$ cat src/rtl/pipeline_debug_controller.sv
// -----------------------------------------------------------------------------
// pipeline_debug_controller
//
// Byte-oriented debug front end for a five-stage pipeline. Commands arrive as
// single received bytes:
//   'L' : reset the pipeline and load a program. Next byte = word count N,
//         then 4*N bytes (MSB first), one instruction-memory write per word.
//   'C' : run until the pipeline reports i_end, then dump state.
//   'S' : release the pipeline for a single clock, then dump state.
//   'D' : dump state immediately.
// A dump sends the concatenated inter-stage latches, the 32 registers and
// DATA_MEM_WORDS data-memory words, all MSB first, over a valid/ready byte port.
//
// Ports
//   i_clk / i_reset            : clock (rising edge) / asynchronous active-low reset
//   i_rx_data, i_rx_valid      : received byte and its one-cycle strobe
//   o_tx_data, o_tx_valid,
//   i_tx_ready                 : outgoing byte stream (valid/ready handshake)
//   o_stop, o_pipe_reset       : pipeline freeze level and one-cycle reset pulse
//   o_write_instruction_mem,
//   o_instruction_mem_addr/data: program load write port
//   o_r_addr_registers,
//   i_r_data_registers         : register-file debug read port
//   o_r_addr_data_mem,
//   i_r_data_data_mem          : data-memory debug read port
//   i_IF_ID .. i_MEM_WB        : pipeline latch snapshots
//   i_end                      : pipeline has halted
//   o_busy                     : controller is not idle
// -----------------------------------------------------------------------------
module pipeline_debug_controller #(
    parameter int NB_IF_ID       = 64,
    parameter int NB_ID_EX       = 168,
    parameter int NB_EX_MEM      = 88,
    parameter int NB_MEM_WB      = 80,
    parameter int DATA_MEM_WORDS = 32
) (
    input  logic                 i_clk,
    input  logic                 i_reset,
    input  logic [7:0]           i_rx_data,
    input  logic                 i_rx_valid,
    output logic [7:0]           o_tx_data,
    output logic                 o_tx_valid,
    input  logic                 i_tx_ready,
    output logic                 o_stop,
    output logic                 o_pipe_reset,
    output logic                 o_write_instruction_mem,
    output logic [31:0]          o_instruction_mem_addr,
    output logic [31:0]          o_instruction_mem_data,
    output logic [4:0]           o_r_addr_registers,
    input  logic [31:0]          i_r_data_registers,
    output logic [31:0]          o_r_addr_data_mem,
    input  logic [31:0]          i_r_data_data_mem,
    input  logic [NB_IF_ID-1:0]  i_IF_ID,
    input  logic [NB_ID_EX-1:0]  i_ID_EX,
    input  logic [NB_EX_MEM-1:0] i_EX_MEM,
    input  logic [NB_MEM_WB-1:0] i_MEM_WB,
    input  logic                 i_end,
    output logic                 o_busy
);

    localparam int NB_TOTAL    = NB_IF_ID + NB_ID_EX + NB_EX_MEM + NB_MEM_WB;
    localparam int LATCH_BYTES = NB_TOTAL / 8;
    localparam int BIDX_W      = (LATCH_BYTES > 4) ? $clog2(LATCH_BYTES + 1) : 3;

    localparam logic [BIDX_W-1:0] LATCH_BYTES_C = BIDX_W'(LATCH_BYTES);
    localparam logic [BIDX_W-1:0] WORD_BYTES_C  = BIDX_W'(4);
    localparam logic [31:0]       LAST_MEM_ADDR = 32'((DATA_MEM_WORDS - 1) * 4);

    typedef enum logic [3:0] {
        IDLE,
        LOAD_COUNT,
        LOAD_BYTES,
        LOAD_WRITE,
        RUN,
        STEP,
        DUMP_LATCH,
        DUMP_REG,
        DUMP_MEM
    } state_t;

    state_t              state_q, state_d;
    logic                stop_q, stop_d;
    logic                pipeReset_q, pipeReset_d;
    logic                writeIm_q, writeIm_d;
    logic [31:0]         imAddr_q, imAddr_d;
    logic [31:0]         asm_q, asm_d;
    logic [7:0]          wordCount_q, wordCount_d;
    logic [7:0]          wordIdx_q, wordIdx_d;
    logic [1:0]          byteCnt_q, byteCnt_d;
    logic [NB_TOTAL-1:0] shift_q, shift_d;
    logic [BIDX_W-1:0]   byteIdx_q, byteIdx_d;
    logic                txValid_q, txValid_d;
    logic [7:0]          txData_q, txData_d;
    logic [4:0]          regAddr_q, regAddr_d;
    logic [31:0]         memAddr_q, memAddr_d;
    logic [31:0]         word_q, word_d;
    logic                loaded_q, loaded_d;
    logic                canLoad;

    // All outputs come straight from registers, so nothing moves after reset
    // until a command byte changes the state.
    assign o_tx_data               = txData_q;
    assign o_tx_valid              = txValid_q;
    assign o_stop                  = stop_q;
    assign o_pipe_reset            = pipeReset_q;
    assign o_write_instruction_mem = writeIm_q;
    assign o_instruction_mem_addr  = imAddr_q;
    assign o_instruction_mem_data  = asm_q;
    assign o_r_addr_registers      = regAddr_q;
    assign o_r_addr_data_mem       = memAddr_q;
    assign o_busy                  = (state_q != IDLE);

    // A new byte may be placed on the tx port when the slot is empty or the
    // byte currently offered is being accepted this cycle.
    assign canLoad = !txValid_q || i_tx_ready;

    // Next-state logic. o_stop is registered and decided on the transition
    // into RUN/STEP: if i_end is already high there, the pipeline is never
    // released. The read ports are given one cycle (loaded_q low) between an
    // address change and sampling of the returned data.
    always_comb begin
        state_d     = state_q;
        stop_d      = stop_q;
        pipeReset_d = 1'b0;
        writeIm_d   = 1'b0;
        imAddr_d    = imAddr_q;
        asm_d       = asm_q;
        wordCount_d = wordCount_q;
        wordIdx_d   = wordIdx_q;
        byteCnt_d   = byteCnt_q;
        shift_d     = shift_q;
        byteIdx_d   = byteIdx_q;
        txValid_d   = txValid_q;
        txData_d    = txData_q;
        regAddr_d   = regAddr_q;
        memAddr_d   = memAddr_q;
        word_d      = word_q;
        loaded_d    = loaded_q;

        if (txValid_q && i_tx_ready) begin
            txValid_d = 1'b0;
        end

        case (state_q)
            IDLE: begin
                if (i_rx_valid) begin
                    case (i_rx_data)
                        8'h4C: begin
                            state_d     = LOAD_COUNT;
                            pipeReset_d = 1'b1;
                        end
                        8'h43: begin
                            state_d = RUN;
                            stop_d  = i_end;
                        end
                        8'h53: begin
                            state_d = STEP;
                            stop_d  = i_end;
                        end
                        8'h44: state_d = DUMP_LATCH;
                        default: ;
                    endcase
                end
            end
            LOAD_COUNT: begin
                if (i_rx_valid) begin
                    if (i_rx_data == 8'h00) begin
                        state_d = IDLE;
                    end else begin
                        state_d     = LOAD_BYTES;
                        wordCount_d = i_rx_data;
                        wordIdx_d   = 8'h00;
                        imAddr_d    = 32'h0;
                        byteCnt_d   = 2'd0;
                    end
                end
            end
            LOAD_BYTES: begin
                if (i_rx_valid) begin
                    asm_d     = {asm_q[23:0], i_rx_data};
                    byteCnt_d = byteCnt_q + 2'd1;
                    if (byteCnt_q == 2'd3) begin
                        state_d   = LOAD_WRITE;
                        writeIm_d = 1'b1;
                    end
                end
            end
            LOAD_WRITE: begin
                imAddr_d  = imAddr_q + 32'd4;
                wordIdx_d = wordIdx_q + 8'd1;
                if (wordIdx_q == wordCount_q - 8'd1) begin
                    state_d = IDLE;
                end else begin
                    state_d = LOAD_BYTES;
                end
            end
            RUN: begin
                if (i_end) begin
                    state_d = DUMP_LATCH;
                    stop_d  = 1'b1;
                end
            end
            STEP: begin
                state_d = DUMP_LATCH;
                stop_d  = 1'b1;
            end
            DUMP_LATCH: begin
                if (canLoad) begin
                    if (byteIdx_q != LATCH_BYTES_C) begin
                        txData_d  = shift_q[NB_TOTAL-1 -: 8];
                        shift_d   = shift_q << 8;
                        txValid_d = 1'b1;
                        byteIdx_d = byteIdx_q + BIDX_W'(1);
                    end else begin
                        state_d   = DUMP_REG;
                        byteIdx_d = '0;
                        regAddr_d = 5'd0;
                        loaded_d  = 1'b0;
                    end
                end
            end
            DUMP_REG, DUMP_MEM: begin
                if (!loaded_q) begin
                    word_d    = (state_q == DUMP_REG) ? i_r_data_registers : i_r_data_data_mem;
                    loaded_d  = 1'b1;
                    byteIdx_d = '0;
                end else if (canLoad) begin
                    if (byteIdx_q != WORD_BYTES_C) begin
                        txData_d  = word_q[31:24];
                        word_d    = {word_q[23:0], 8'h00};
                        txValid_d = 1'b1;
                        byteIdx_d = byteIdx_q + BIDX_W'(1);
                    end else begin
                        loaded_d  = 1'b0;
                        byteIdx_d = '0;
                        if (state_q == DUMP_REG) begin
                            if (regAddr_q == 5'd31) begin
                                state_d   = DUMP_MEM;
                                regAddr_d = 5'd0;
                                memAddr_d = 32'h0;
                            end else begin
                                regAddr_d = regAddr_q + 5'd1;
                            end
                        end else begin
                            if (memAddr_q == LAST_MEM_ADDR) begin
                                state_d   = IDLE;
                                memAddr_d = 32'h0;
                            end else begin
                                memAddr_d = memAddr_q + 32'd4;
                            end
                        end
                    end
                end
            end
            default: state_d = IDLE;
        endcase

        // The latch snapshot is taken on the edge that enters the dump, while
        // the pipeline is frozen.
        if (state_d == DUMP_LATCH && state_q != DUMP_LATCH) begin
            shift_d   = {i_IF_ID, i_ID_EX, i_EX_MEM, i_MEM_WB};
            byteIdx_d = '0;
        end
    end

    always_ff @(posedge i_clk or negedge i_reset) begin
        if (!i_reset) begin
            state_q     <= IDLE;
            stop_q      <= 1'b1;
            pipeReset_q <= 1'b0;
            writeIm_q   <= 1'b0;
            imAddr_q    <= 32'h0;
            asm_q       <= 32'h0;
            wordCount_q <= 8'h00;
            wordIdx_q   <= 8'h00;
            byteCnt_q   <= 2'd0;
            shift_q     <= '0;
            byteIdx_q   <= '0;
            txValid_q   <= 1'b0;
            txData_q    <= 8'h00;
            regAddr_q   <= 5'd0;
            memAddr_q   <= 32'h0;
            word_q      <= 32'h0;
            loaded_q    <= 1'b0;
        end else begin
            state_q     <= state_d;
            stop_q      <= stop_d;
            pipeReset_q <= pipeReset_d;
            writeIm_q   <= writeIm_d;
            imAddr_q    <= imAddr_d;
            asm_q       <= asm_d;
            wordCount_q <= wordCount_d;
            wordIdx_q   <= wordIdx_d;
            byteCnt_q   <= byteCnt_d;
            shift_q     <= shift_d;
            byteIdx_q   <= byteIdx_d;
            txValid_q   <= txValid_d;
            txData_q    <= txData_d;
            regAddr_q   <= regAddr_d;
            memAddr_q   <= memAddr_d;
            word_q      <= word_d;
            loaded_q    <= loaded_d;
        end
    end

endmodule

$ cat config.mk
export PLATFORM = sky130hd
export DESIGN_NAME = pipeline_debug_controller
export DESIGN_NICKNAME = d
export VERILOG_FILES = /design/src/rtl/pipeline_debug_controller.sv
export SDC_FILE = /design/constraint.sdc
export NUM_CORES = 1
export LEC_CHECK = 0
export ABC_AREA = 1
export ABC_CLOCK_PERIOD_IN_PS = 6200
export CORE_UTILIZATION = 35
export DETAILED_ROUTE_END_ITERATION = 16
export PLACE_DENSITY = 0.65
export SLEW_MARGIN = 30
export SYNTH_ARGS = -nofsm -noshare
export SYNTH_HDL_FRONTEND = slang
export SYNTH_SLANG_ARGS = --single-unit
$ cat constraint.sdc
create_clock -name i_clk -period 6.2 [get_ports i_clk]
set_clock_uncertainty 0.15 [all_clocks]
set_input_delay 1.24 -clock i_clk [delete_from_list [all_inputs] [get_ports i_clk]]
set_output_delay 1.24 -clock i_clk [all_outputs]
set_load 0.01 [all_outputs]
Word-level counts from Yosys, hierarchy flattened:

Index checks and enable logic that the tools add are counted.

* bitwise gates (word level): 2
* reduce and logical (&&, ||, !) cells: 29
* equality and inequality tests: 39
* $add $sub $neg: 7
* multiplexer cells: 82

Operators with widths (number)
* $mux 400: 4
* $mux 32: 9
* $add 32x3->32 const B: 2
* $pmux 32 s2: 1
* $mux 8: 7
* $mux 4: 13
* $mux 6: 6
* $mux 5: 7
* $eq 32x7->1 const B: 1
* $eq 8x7->1 const B: 4
* $pmux 4 s8: 1
* $pmux 8 s2: 2
* $ne 2x2->1 const B: 14
* $eq 4x3->1 const B: 5
* $mux 1: 20
* $reduce_and 3->1: 6
* $pmux 4 s4: 1
* $pmux 6 s2: 1
* $reduce_bool 2->1: 6
* $mux 2: 5
* $pmux 5 s2: 1
* $add 8x1->8 const B: 1
* $eq 4x2->1 const B: 2
* $eq 8x8->1: 1
* other kinds (31): 39

* output and inout bits: 114
* register bits after elaboration: 574

Longest topological paths before layout:

* word-level depth: 11
* gate-level depth with buffers: 21

Least setup slack after synthesis:

No wires, ideal clock.

* kind: input -> register
* start: input i_rx_data[7]
* end: register shift_q[222]
* cell stages on the path: 17
* library setup time: 121 ps
* arrival time: 2923 ps
* slack: 3005 ps
* path through: inv_1 nand2_1 nor2_1 nand4_1 nand2_1 nand2_1 nand2_1 nand2_1 a21oi_1 nor2_4 nand3_1 buf_4 o21ai_2 buf_6 buf_4 nand2_1 nand2_1

* cells in the longest elaborated chain, start to end: 8

RTL lines
* start, declared: line 39 `input logic [7:0] i_rx_data,`
* $eq 8x7->1 or $logic_not 8->1 (tied branches): line 147, 167
* $pmux 4 s4 or $mux 2 (tied branches): line 147, 167
* $mux 4, on equally long branches: line 146, 166
* $pmux 4 s8 (*): line 144 `case (state_q)`
* $eq 4x3->1 (*): line 260 `if (state_d == DUMP_LATCH && state_q != DUMP_LATCH) begin`
* $logic_and 1x1->1 (*): line 260
* $reduce_bool 2->1 (no line)
* $reduce_and 3->1 (no line)
* end signal, assigned: line 295 `shift_q <= shift_d;`
* end, declared: line 90 `logic [NB_TOTAL-1:0] shift_q, shift_d;`

Mark *: on every way between the ends. The rest lies on a longest branch, timed or not.
A chain may end at the register's enable or synchronous reset.

Worst setup path in the final report:

* start: input i_rx_data[1]
* end: register shift_q[34]

Same word-level chain as after synthesis.

==> impl_metrics.json <==
{
  "status": "completed",
  "layout_common_cells": "1964 x nand2_1, 585 x clkdlybuf4s50_1, 569 x dfrtp_1",
  "holdCritPathClass": "reg -> reg",
  "synth_top_cell_area_share_pct": 44.0,
  "cts_buffer_depth": 3,
  "async_flop_share_pct": 100,
  "grtUsageTotal_pct": 23.1,
  "p_leak_nw": 20.1,
  "synth.distinct_cells": 47,
  "htree_levels": 3,
  "clkSinkCount": 570,
  "grt_pass1_vias": 30100,
  "port_buffers": 586,
  "critPathRequiredTime_ns": 6.58,
  "synth-edff-count": 0,
  "area_growth_pct": 26.3,
  "cts_tree": "done",
  "final-hold-violation-count": 0,
  "core.rowCount": 111,
  "clk_pin_slew_worst_paths_ns": 0.06,
  "synth_top_area_cell": "dfrtp_1",
  "worst-setup-path-type": "in -> reg",
  "cts-resized-gates": 0,
  "dr.pass1.iters": 9,
  "place_area_sq_um": 38500,
  "cp-end-kind": "register",
  "vias": 31700,
  "clk_latency_ns": 0.60,
  "setup_viol": 0,
  "final.setup.tns_ns": 0,
  "synth_area_leaders": "dfrtp_1 44%, nand2_1 23%, o211ai_1 9.7%, nand4_1 8.1%, clkbuf_1 2.7%",
  "ys_seq_area_share_pct": 44.1,
  "pwr-share-clk_pct": 18.3,
  "combPwrFrac_pct": 54.1,
  "chipWidth_um": 306,
  "final_util_pct": 44.6,
  "cts_inserted_buffers": 69,
  "syn_inst": 4370,
  "peakVddDrop_mv": 0.574,
  "gp_congestion": 0.888,
  "max_freq_mhz": 216,
  "fin_crit_ns": 4.63,
  "path_max_fanout": 67,
  "grt_pass1_wl_mm": 174,
  "worst_slew_pin_slew_ns": 1.04,
  "holdBufCountCts": 0,
  "initial_core_util_pct": 35.3,
  "final_antenna_net_count": 0,
  "p_per_area_nw_per_um2": 549,
  "switching_power_w": 0.0109,
  "ys_ff_latch": 570,
  "rsz0062_at_grt": "false",
  "final_common_cell": "nand2_1",
  "ys.warnings.count": 0,
  "core_sq_um": 91700,
  "vias_per_cell": 5.32,
  "report.final.slew_viol_count": 0,
  "syn_area_per_cell_sq_um": 7.41,
  "whs_ns": 0.329,
  "drtIter0Drc": 3058,
  "fin_crit_sh_pct": 74.7,
  "cts_setup_buffers": 0,
  "die_y_um": 306,
  "drc": 0,
  "grt_max_degree": 206,
  "power_frac_seq_pct": 27.6,
  "swShare_pct": 48.5,
  "p_int_w": 0.0116,
  "synthFlopType": "dfrtp_1",
  "io_pins": 591,
  "crit_path_start_kind": "input port",
  "relSlewSlack_pct": 31.0,
  "place_hpwl_mm": 72.2,
  "fin_nets": 5181,
  "die_area_sq_um": 93700,
  "power_w": 0.0225,
  "routedWlPerCell_um": 18.7,
  "netlist_area_sq_um": 32400,
  "critical_path_arrival_ns": 5.01,
  "overflow": 0,
  "layout-drive-gt1-share_pct": 3.75,
  "final_cell_area_sq_um": 40900,
  "antenna_found_initial": 28,
  "cts-root-buf": "clkbuf_16",
  "routed_wl_mm": 111,
  "cap_violations": 0
}
layout make-up:
type,instances,area [sq um]
diodes,14,35.0
clock buffers,104,2050
clock inverters,20,256
fillers,9184,50800
inverters,151,567
multi-input cells,3264,15700
flip-flops and latches,570,14300
well taps,1186,1480
repair buffers,637,6540
power groups by stage:
stage	logic, W	registers, W	clock network (W)
after CTS	0.0121	0.00618	0.00421
after floorplan	0.00922	0.00605	0
after detailed placement	0.0121	0.00623	0
after global placement	0.0119	0.00621	0
final	0.0122	0.00620	0.00411
after global routing	0.0138	0.00636	0.00435
cells by family after synthesis:
logic type	Yosys count	share of synthesized area, %
simple gates	2636	34.6
compound gates	590	12.6
flops	570	44.1
buf+inv	539	7.64
xor+xnor	22	0.638
fa+ha+maj	11	0.425
other cells	1	0.0116
mux	1	0.0309
metal layers:
metal	vias to the layer above	part of all wire [%]	wire (um)	global-route usage, %
met2	917	47	51900	36.4
met3	186	5.4	5970	3.80
li1	15500	-	-	-
met4	28	2.9	3270	8.40
met1	15100	45	49700	31.8
met5	-	0.18	200	0
worst max-delay path, cell delays in order:
cell	delay (ns)
clkdlybuf4s50_1	0.52
inv_1	0.08
nand2_1	0.13
inv_1	0.11
nand3_1	0.09
nand2_1	0.06
inv_1	0.37
nor2_1	0.07
nand2_1	0.08
nor2_1	0.09
nand2_8	0.22
buf_4	0.51
buf_4	0.65
nand4_1	0.40
nand2_1	0.16
nand2_1	0.06
nand2_1	0.07
sequential cells by signal, summed over array words and instances (netlist names), 6 cells and up:
signal	count
shift_q	400
word_q	32
o_tx_data	8
wordIdx_q	8
o_instruction_mem_data	32
o_r_addr_data_mem	30
wordCount_q	8
o_instruction_mem_addr	30
byteIdx_q	6
worst paths after layout:
check                                                  startpoint                                      to  slack (ns)  cells past startpoint
setup / recovery                                     i_rx_data[1]                 shift_q[34]$_DFFE_PN0P_        1.57                     17
hold / removal             o_instruction_mem_data[25]$_DFFE_PN0P_  o_instruction_mem_data[25]$_DFFE_PN0P_        0.33                      2
setup reg to reg                             state_q[3]$_DFF_PN0_                 shift_q[34]$_DFFE_PN0P_        1.59                     14
hold reg to reg            o_instruction_mem_data[25]$_DFFE_PN0P_  o_instruction_mem_data[25]$_DFFE_PN0P_        0.33                      2
max in group asynchronous                                 i_reset                shift_q[181]$_DFFE_PN0P_        4.02                      2
min in group asynchronous                                 i_reset                shift_q[311]$_DFFE_PN0P_        0.52                      1
stage by stage:
| stage | std cells | setup WS (ns) |
|---|---|---|
| 2_1_floorplan | 4373 | 3.01 |
| 3_3_place_gp | 5804 | 0.925 |
| 3_5_place_dp | 5805 | 0.955 |
| 4_1_cts | 5929 | 1.52 |
| 5_1_grt | 5945 | 1.10 |
| 6_report | 5946 | 1.57 |
synthesized netlist by cell type (3+ instances only):
cell and number:
a21oi_1 46, a22oi_1 3, a31oi_1 14, and3_1 3, buf_2 76, buf_4 67, buf_6 10, clkbuf_1 230
clkbuf_8 3, dfrtp_1 569, ha_1 11, inv_1 147, inv_2 3, nand2_1 1965, nand3_1 73, nand4_1 419
nor2_1 108, nor2_4 6, nor3_1 43, nor4_1 10, o211ai_1 417, o21a_1 4, o21ai_0 72, o21ai_1 8
o22ai_1 7, o31ai_1 11, xnor2_1 4, xor2_1 17
Power figures use the tool's default switching activity.
